--- config.mk ---
export PLATFORM = sky130hd
export DESIGN_NAME = writeback_queue
export DESIGN_NICKNAME = d
export VERILOG_FILES = /design/src/rtl/writeback_queue.sv
export SDC_FILE = /design/constraint.sdc
export NUM_CORES = 1
export LEC_CHECK = 0
export BUFFER_PORTS_ARGS = -buffer_cell sky130_fd_sc_hd__buf_4
export CAP_MARGIN = 25
export CORE_MARGIN = 2
export CORE_UTILIZATION = 65
export DETAILED_ROUTE_END_ITERATION = 8
export PLACE_DENSITY = 0.94
export SLEW_MARGIN = 15
export SYNTH_ARGS = -nofsm -noshare
export SYNTH_HDL_FRONTEND = slang
export SYNTH_SLANG_ARGS = --single-unit
--- constraint.sdc ---
create_clock -name clk -period 3.9 [get_ports clk]
set_input_delay 0.78 -clock clk [delete_from_list [all_inputs] [get_ports clk]]
set_output_delay 0.78 -clock clk [all_outputs]
set_load 0.01 [all_outputs]
--- src/rtl/writeback_queue.sv ---
// Writeback queue: accepts up to two in-order register writes per cycle, buffers them
// in a circular queue, drains one per cycle into an 8 x 16 register file, and forwards.
module writeback_queue #(
    parameter int DEPTH  = 4,
    parameter int DATA_W = 16,
    parameter int REG_AW = 3
) (
    input  logic                      clk,
    input  logic                      rst_n,
    input  logic                      wb0_valid,
    input  logic [REG_AW-1:0]         wb0_reg,
    input  logic [DATA_W-1:0]         wb0_data,
    input  logic                      wb1_valid,
    input  logic [REG_AW-1:0]         wb1_reg,
    input  logic [DATA_W-1:0]         wb1_data,
    output logic                      wb_stall,
    input  logic [REG_AW-1:0]         rd_a_addr,
    output logic [DATA_W-1:0]         rd_a_data,
    input  logic [REG_AW-1:0]         rd_b_addr,
    output logic [DATA_W-1:0]         rd_b_data,
    output logic [(1<<REG_AW)-1:0]    pending,
    output logic [$clog2(DEPTH):0]    count
);

    localparam int PW   = $clog2(DEPTH);
    localparam int CW   = PW + 1;
    localparam int NREG = 1 << REG_AW;

    logic [PW-1:0]     head_q, head_d;
    logic [PW-1:0]     tail_q, tail_d;
    logic [CW-1:0]     count_q, count_d;
    logic [DATA_W-1:0] regfile_q [NREG];

    logic [REG_AW-1:0] q_reg_q  [DEPTH];
    logic [DATA_W-1:0] q_data_q [DEPTH];

    logic          lane0_en, lane1_en, deq;
    logic [1:0]    enq_n;
    logic [PW-1:0] lane1_idx;

    // Stall depends only on registered occupancy, so no input-to-stall path exists.
    assign wb_stall = (count_q >= CW'(DEPTH - 1));
    assign count    = count_q;

    // NOTE: every always_comb output gets a default first so no latch is inferred.
    always_comb begin
        lane0_en  = wb0_valid && !wb_stall;
        lane1_en  = wb1_valid && !wb_stall;
        deq       = (count_q != '0);
        enq_n     = {1'b0, lane0_en} + {1'b0, lane1_en};
        lane1_idx = lane0_en ? tail_q + PW'(1) : tail_q;
        tail_d    = tail_q + PW'(enq_n);
        head_d    = head_q + PW'(deq);
        count_d   = count_q + CW'(enq_n) - CW'(deq);
    end

    // NOTE: sequential state uses non-blocking assignments so every flop samples pre-edge values.
    always_ff @(posedge clk or negedge rst_n) begin
        if (!rst_n) begin
            head_q  <= '0;
            tail_q  <= '0;
            count_q <= '0;
            for (int r = 0; r < NREG; r++) begin
                regfile_q[r] <= '0;
            end
        end else begin
            head_q  <= head_d;
            tail_q  <= tail_d;
            count_q <= count_d;
            if (deq) begin
                regfile_q[q_reg_q[head_q]] <= q_data_q[head_q];
            end
        end
    end

    // NOTE: queue storage is not reset; entries are only meaningful below count_q, so a flush clears pointers alone.
    always_ff @(posedge clk) begin
        if (lane0_en) begin
            q_reg_q[tail_q]  <= wb0_reg;
            q_data_q[tail_q] <= wb0_data;
        end
        if (lane1_en) begin
            q_reg_q[lane1_idx]  <= wb1_reg;
            q_data_q[lane1_idx] <= wb1_data;
        end
    end

    // Oldest-to-youngest walk; a later match overwrites, leaving the youngest value.
    function automatic logic [DATA_W-1:0] lookup(input logic [REG_AW-1:0] addr);
        logic [DATA_W-1:0] val;
        logic [PW-1:0]     idx;
        val = regfile_q[addr];
        for (int i = 0; i < DEPTH; i++) begin
            idx = head_q + PW'(i);
            if ((CW'(i) < count_q) && (q_reg_q[idx] == addr)) begin
                val = q_data_q[idx];
            end
        end
        return val;
    endfunction

    always_comb begin
        rd_a_data = lookup(rd_a_addr);
        rd_b_data = lookup(rd_b_addr);
    end

    always_comb begin
        logic [PW-1:0] idx;
        pending = '0;
        for (int i = 0; i < DEPTH; i++) begin
            idx = head_q + PW'(i);
            if (CW'(i) < count_q) begin
                pending[q_reg_q[idx]] = 1'b1;
            end
        end
    end

endmodule
; Word level (Yosys, flattened, before mapping)
; Memories as Yosys holds them, arrays and structs flattened.
; Index checks and enable logic that the tools add are counted.
[op_classes]
mux = 34
order_cmp = 17
reduce_logical = 17
add_sub_neg = 9
bitwise = 6
eq_ne = 8
[ops]
columns = op, n
row1 = $mux W16, 13
row2 = $bwmux W128, 1
row3 = $bmux W16 S3, 2
row4 = $demux W16 S3, 1
row5 = $mux W8, 4
row6 = $eq A3 B3 Y1, 8
row7 = $or A8 B8 Y8, 3
row8 = $lt A3 B4 Y1 const B, 4
row9 = $logic_and A1 B1 Y1, 15
row10 = $demux W1 S3, 4
row11 = $ge A3 B1 Y1 const B, 4
row12 = $ge A4 B4 Y1 const B, 3
row13 = $not A3 Y4, 3
row14 = $mux W1, 8
row15 = $lt A1 B3 Y1 const A, 2
row16 = $lt A2 B3 Y1 const A, 2
row17 = $add A2 B1 Y2 const B, 2
row18 = $add A2 B2 Y2 const B, 2
row19 = $lt A4 B1 Y1 const B, 1
row20 = $add A3 B2 Y3, 1
row21 = $ge A3 B2 Y1 const B, 1
row22 = $reduce_bool A3 Y1, 1
row23 = $sub A3 B1 Y3, 1
row24 = $add A1 B1 Y2, 1
row25 = 4 further kinds, 4
[word_totals]
memories = 2
reg_bits = 135
in_bits = 48
elab_cells = 104
ram_bits = 76
out_inout_bits = 44
[mem_list]
columns = name, depth, word_bits, rd, rd_clocked_by_memory_dff, wr, line_no
row1 = q_data_q, 4, 16, 4, 0, 2, 35  ; logic [DATA_W-1:0] q_data_q [DEPTH];
row2 = q_reg_q, 4, 3, 4, 0, 2, 34  ; logic [REG_AW-1:0] q_reg_q [DEPTH];

; Longest topological paths before layout
; An unclocked memory read counts as a cell.
[logic_depth]
word_depth = 12
mapped_depth = 12

; Worst setup path after synthesis
; No wires, ideal clock.
[synth_timing]
path_type = input to output
start = in rd_b_addr[1]
end = out rd_b_data[14]
t_arrival_ns = 2.352
n_path_buf = 3
t_required_ns = 3.120
path_slack_ns = 0.768
path_stages = 8
cell_sequence = clkbuf_1 -> xor2_1 -> and3_1 -> o21ai_1 -> buf_2 -> buf_2 -> nor3_1 -> a221oi_1
[synth_via]
elab_chain_len = 8
elab_cells_between_ends = 16
[synth_lines]
columns = element, line_no
row1 = "start, declared", 19  ; input logic [REG_AW-1:0] rd_b_addr,
row2 = $not A3 Y4 (not written as such), 92  ; val = regfile_q[addr];
row3 = $bmux W16 S3, 92
row4 = $mux W16 (not written as such) (2 in series), 92
row5 = $mux W16 (3 in series), 95  ; if ((CW'(i) < count_q) && (q_reg_q[idx] == addr)) begin
row6 = $mux W16 (*), 95
row7 = "end, declared", 20  ; output logic [DATA_W-1:0] rd_b_data,
; Mark *: on every way between the ends. The rest lies on a longest branch, timed or not. The select of a mux whose other input is x is not followed.

; Worst setup path in the final report
[layout_timing]
start = reg head_q[1]
end = out rd_a_data[8]
[layout_via]
elab_chain_len = 7
elab_cells_between_ends = 17
[layout_lines]
columns = element, line_no
row1 = "start, declared", 29  ; logic [PW-1:0] head_q, head_d;
row2 = "start signal, assigned", 60  ; head_q <= '0;
row3 = "start signal, assigned", 67  ; head_q <= head_d;
row4 = $add A2 B1 Y2 or $mem_v2 Z4 W3 (tied branches), n/a
row5 = $mem_v2 Z4 W3 or $eq A3 B3 Y1 (tied branches), n/a
row6 = $eq A3 B3 Y1 or $logic_and A1 B1 Y1 (tied branches), 95
row7 = $logic_and A1 B1 Y1 or $mux W16 (tied branches), 95
row8 = $mux W16 (2 in series), 95
row9 = $mux W16 (*), 95
row10 = "end, declared", 18  ; output logic [DATA_W-1:0] rd_a_data,
; Mark *: on every way between the ends. The rest lies on a longest branch, timed or not.

==> flow_summary.yaml <==
setup_path:
  timing.reg2reg.worst_path_depth: 7
  timing.critical_path.arrival_ps: 3150
  start_kind: "register"
  critPathKind: "reg -> out"
  crit-reg2reg-capture: "q_data_q[0][15]"
  regToRegSetupSlack_ps: 750
  worst_setup_path_end_kind: "primary output"
  worst_setup_ep: "rd_a_data[8]"
  worst-path-max-fanout: 22
  cp_data_required_time_ps: 3120
  worst_setup_path_startpoint: "head_q[1]"
  regToRegStartpoint: "tail_q[0]"
layout:
  drive_above_1_share: 0.290
  area_delta_synth_final_pct: 14.9
  antenna_cells_inserted: 0
  final_design_area_no_fill_mm2: 0.0163
  fillCellCount: 1256
  num-nets-final: 1514
  fin_util: 0.754
routing:
  post_drt_via_cell_ratio: 7.16
  wirelength_mm: 43.2
  drt_iter0_drc: 1482
  drtAntennaViolNets: 0
  number_of_optimization_iterations_in_the_first_detailed_route_pass: 8
  wl_per_cell_um: 24.7
  detail_route.drc_violations: 0
  routed_via_count: 12534
grt:
  largest_net_degree_at_the_start_of_global_routing: 98
  grt_use_total: 0.367
  number_of_global_route_vias_before_repair: 12012
  residual_overflow_from_global_routing: 0
  grt_first_pass_wirelength_mm: 65.3
  grt_antenna_before_repair: 0
clocking:
  ctsHtreeMaxLevel: 1
  cts.sink_count: 211
  cts_inserted_buffers: 23
  clock_input_transition_at_the_sequential_cells_of_the_worst_setup_and_hold_paths_ps: 60
  cts_tree: "yes"
  clock_path_buffers: 3
  clk_latency_ps: 540
  clock_tree.root_cell: "clkbuf_16"
timing:
  post-route-min-period_ps: 3930
  timing.final.max_slew_violations: 0
  setup_viol_count_final: 3
  final_critical_path_setup_slack_ps: -29.0
  maxClockFrequency_ghz: 0.255
  clock-skew-final_ps: 19.2
  slew-limit-headroom: 0.301
  post_route_worst_hold_slack_ps: 277
  fin_tns_setup_ps: -70.4
  rsz0062_at_grt: "yes"
  final_min_period_over_clock_period: 1.01
  finalHoldViolCount: 0
  timing_worst_slew_pin_value_ps: 1050
die:
  ios: 92
  placeableCoreArea_mm2: 0.0216
  die_area_mm2: 0.0230
  floorplan.die.width_um: 152
  dieHeight_um: 152
  row_count: 54
  start_util: 0.657
run_status:
  status: "finished with violations"
  violations: "negative setup slack"
power_and_ir_drop:
  power.density_mw_per_mm2: 1010
  leakage_nw: 6.81
  finalPower_mw: 16.5
  vdd_drop_max_mv: 0.774
logic_synthesis:
  synthDistinctLibCells: 52
  asyncSetResetFlopFracSynth: 0.640
  syn-num-nets: 1427
  yosysSeqAreaShare: 0.399
  synthesis.area_per_instance_um2: 10.4
  synthesis.area_mm2: 0.0142
  synth_edf_count: 76
  synth_top_cell_area_share: 0.238
  netlist_instances: 1368
  yosys_most_used_dff: "dfrtp_1"
  ys_warn_count: 0
  yosysTopAreaCell: "dfrtp_1"
  yosys_register_bits: 211
  synth_top_cells_by_count: "nand2_1, o21ai_0, dfrtp_1"
  yosysMostFrequentCell: "nand2_1"
  synth_area_leaders: "dfrtp_1, edfxtp_1, mux4_2"
job:
  max_cap_violations: 0
placement:
  port_buffers: 91
  placed_area_mm2: 0.0152
  post-dp-hpwl_mm: 27.5
  place.gp.congestion: 0.953
hold_path:
  path_class_of_the_lowest_slack_min_delay_path: "in -> async"
[power by group]
part | switching (mW) | internal [mW]
clock | 0.926 | 1.28
combinational | 5.94 | 4.31
sequential | 0.773 | 3.30
[state kept, by name, summed over array words and instances, names as in the netlist]
name / count
regfile_q: 128
q_data_q: 64
q_reg_q: 12
count: 3
head_q: 2
tail_q: 2
[stage by stage]
| step | setup WS, ps | cells |
|---|---|---|
| floorplan | 768 | 1368 |
| CTS | 16.8 | 1740 |
| global placement | 387 | 1690 |
| global route | -94.8 | 1751 |
| detailed placement | 348 | 1690 |
| finish | -29.0 | 1751 |
[logic make-up after synthesis]
family	share of synthesized area
AO/OA/AOI/OAI	0.148
XOR/XNOR	0.0191
adder cells (fa/ha/maj)	0.0102
buffers and inverters	0.0404
flip-flops	0.399
multiplexers	0.264
AND/OR/NAND/NOR	0.119
[what timing repair did]
item                                    4_1_cts  5_1_grt
gates cloned                                  0        1
buffers inserted                              9       10
endpoints found under the setup margin       31       30
pin swaps                                     2        2
resized for setup                             8       20
hold buffers                                  0        0
[layer usage]
metal	routed length [um]	vias up	GRT usage	part of all wire
met5	0	-	0	0
met3	4760	216	0.0668	0.11
met1	15600	6068	0.487	0.36
met4	2200	0	0.170	0.051
met2	20600	996	0.590	0.48
li1	-	5254	-	-
[final cells by class]
type / count / area (um2) / area share
multi-input cells: 1032 / 8090 / 0.496
flip-flops and latches: 211 / 5670 / 0.347
repair buffers: 170 / 1390 / 0.0851
clock buffers: 33 / 673 / 0.0413
well taps: 280 / 350 / 0.0215
clock inverters: 8 / 83.8 / 0.00514
inverters: 17 / 63.8 / 0.00391
[cell usage in the layout (no fill, tap or decap), types with 47 or more instances in the layout]
cell type	Yosys	layout
buf_4	6	159
mux4_2	71	72
mux2i_1	100	98
edfxtp_1	76	76
a211oi_1	48	47
o21ai_0	177	176
nor2_1	53	53
mux2_2	94	94
dfrtp_1	135	133
nand2_1	213	213
[worst max-delay path: stages, from the launching register on]
cell and delay, ps:
dfrtp_4 520, buf_4 190, mux2i_4 220, mux2i_2 370, xnor2_1 200, nand4_1 310
buf_4 330, o21ai_0 160, o221ai_2 160, buf_4 170
[worst min-delay path by stage]
stage | from | endpoint | slack [ps] | cells past startpoint
2_1_floorplan | regfile_q[16] | regfile_q[16] | 460 | 2
6_report | rst_n | regfile_q[31] | 280 | 1
4_1_cts | rst_n | regfile_q[18] | 290 | 1
3_5_place_dp | regfile_q[63] | regfile_q[63] | 490 | 2
3_3_place_gp | regfile_q[72] | regfile_q[72] | 470 | 2
5_1_grt | rst_n | regfile_q[31] | 330 | 1
Note: power is estimated with default switching activity, not from simulation.
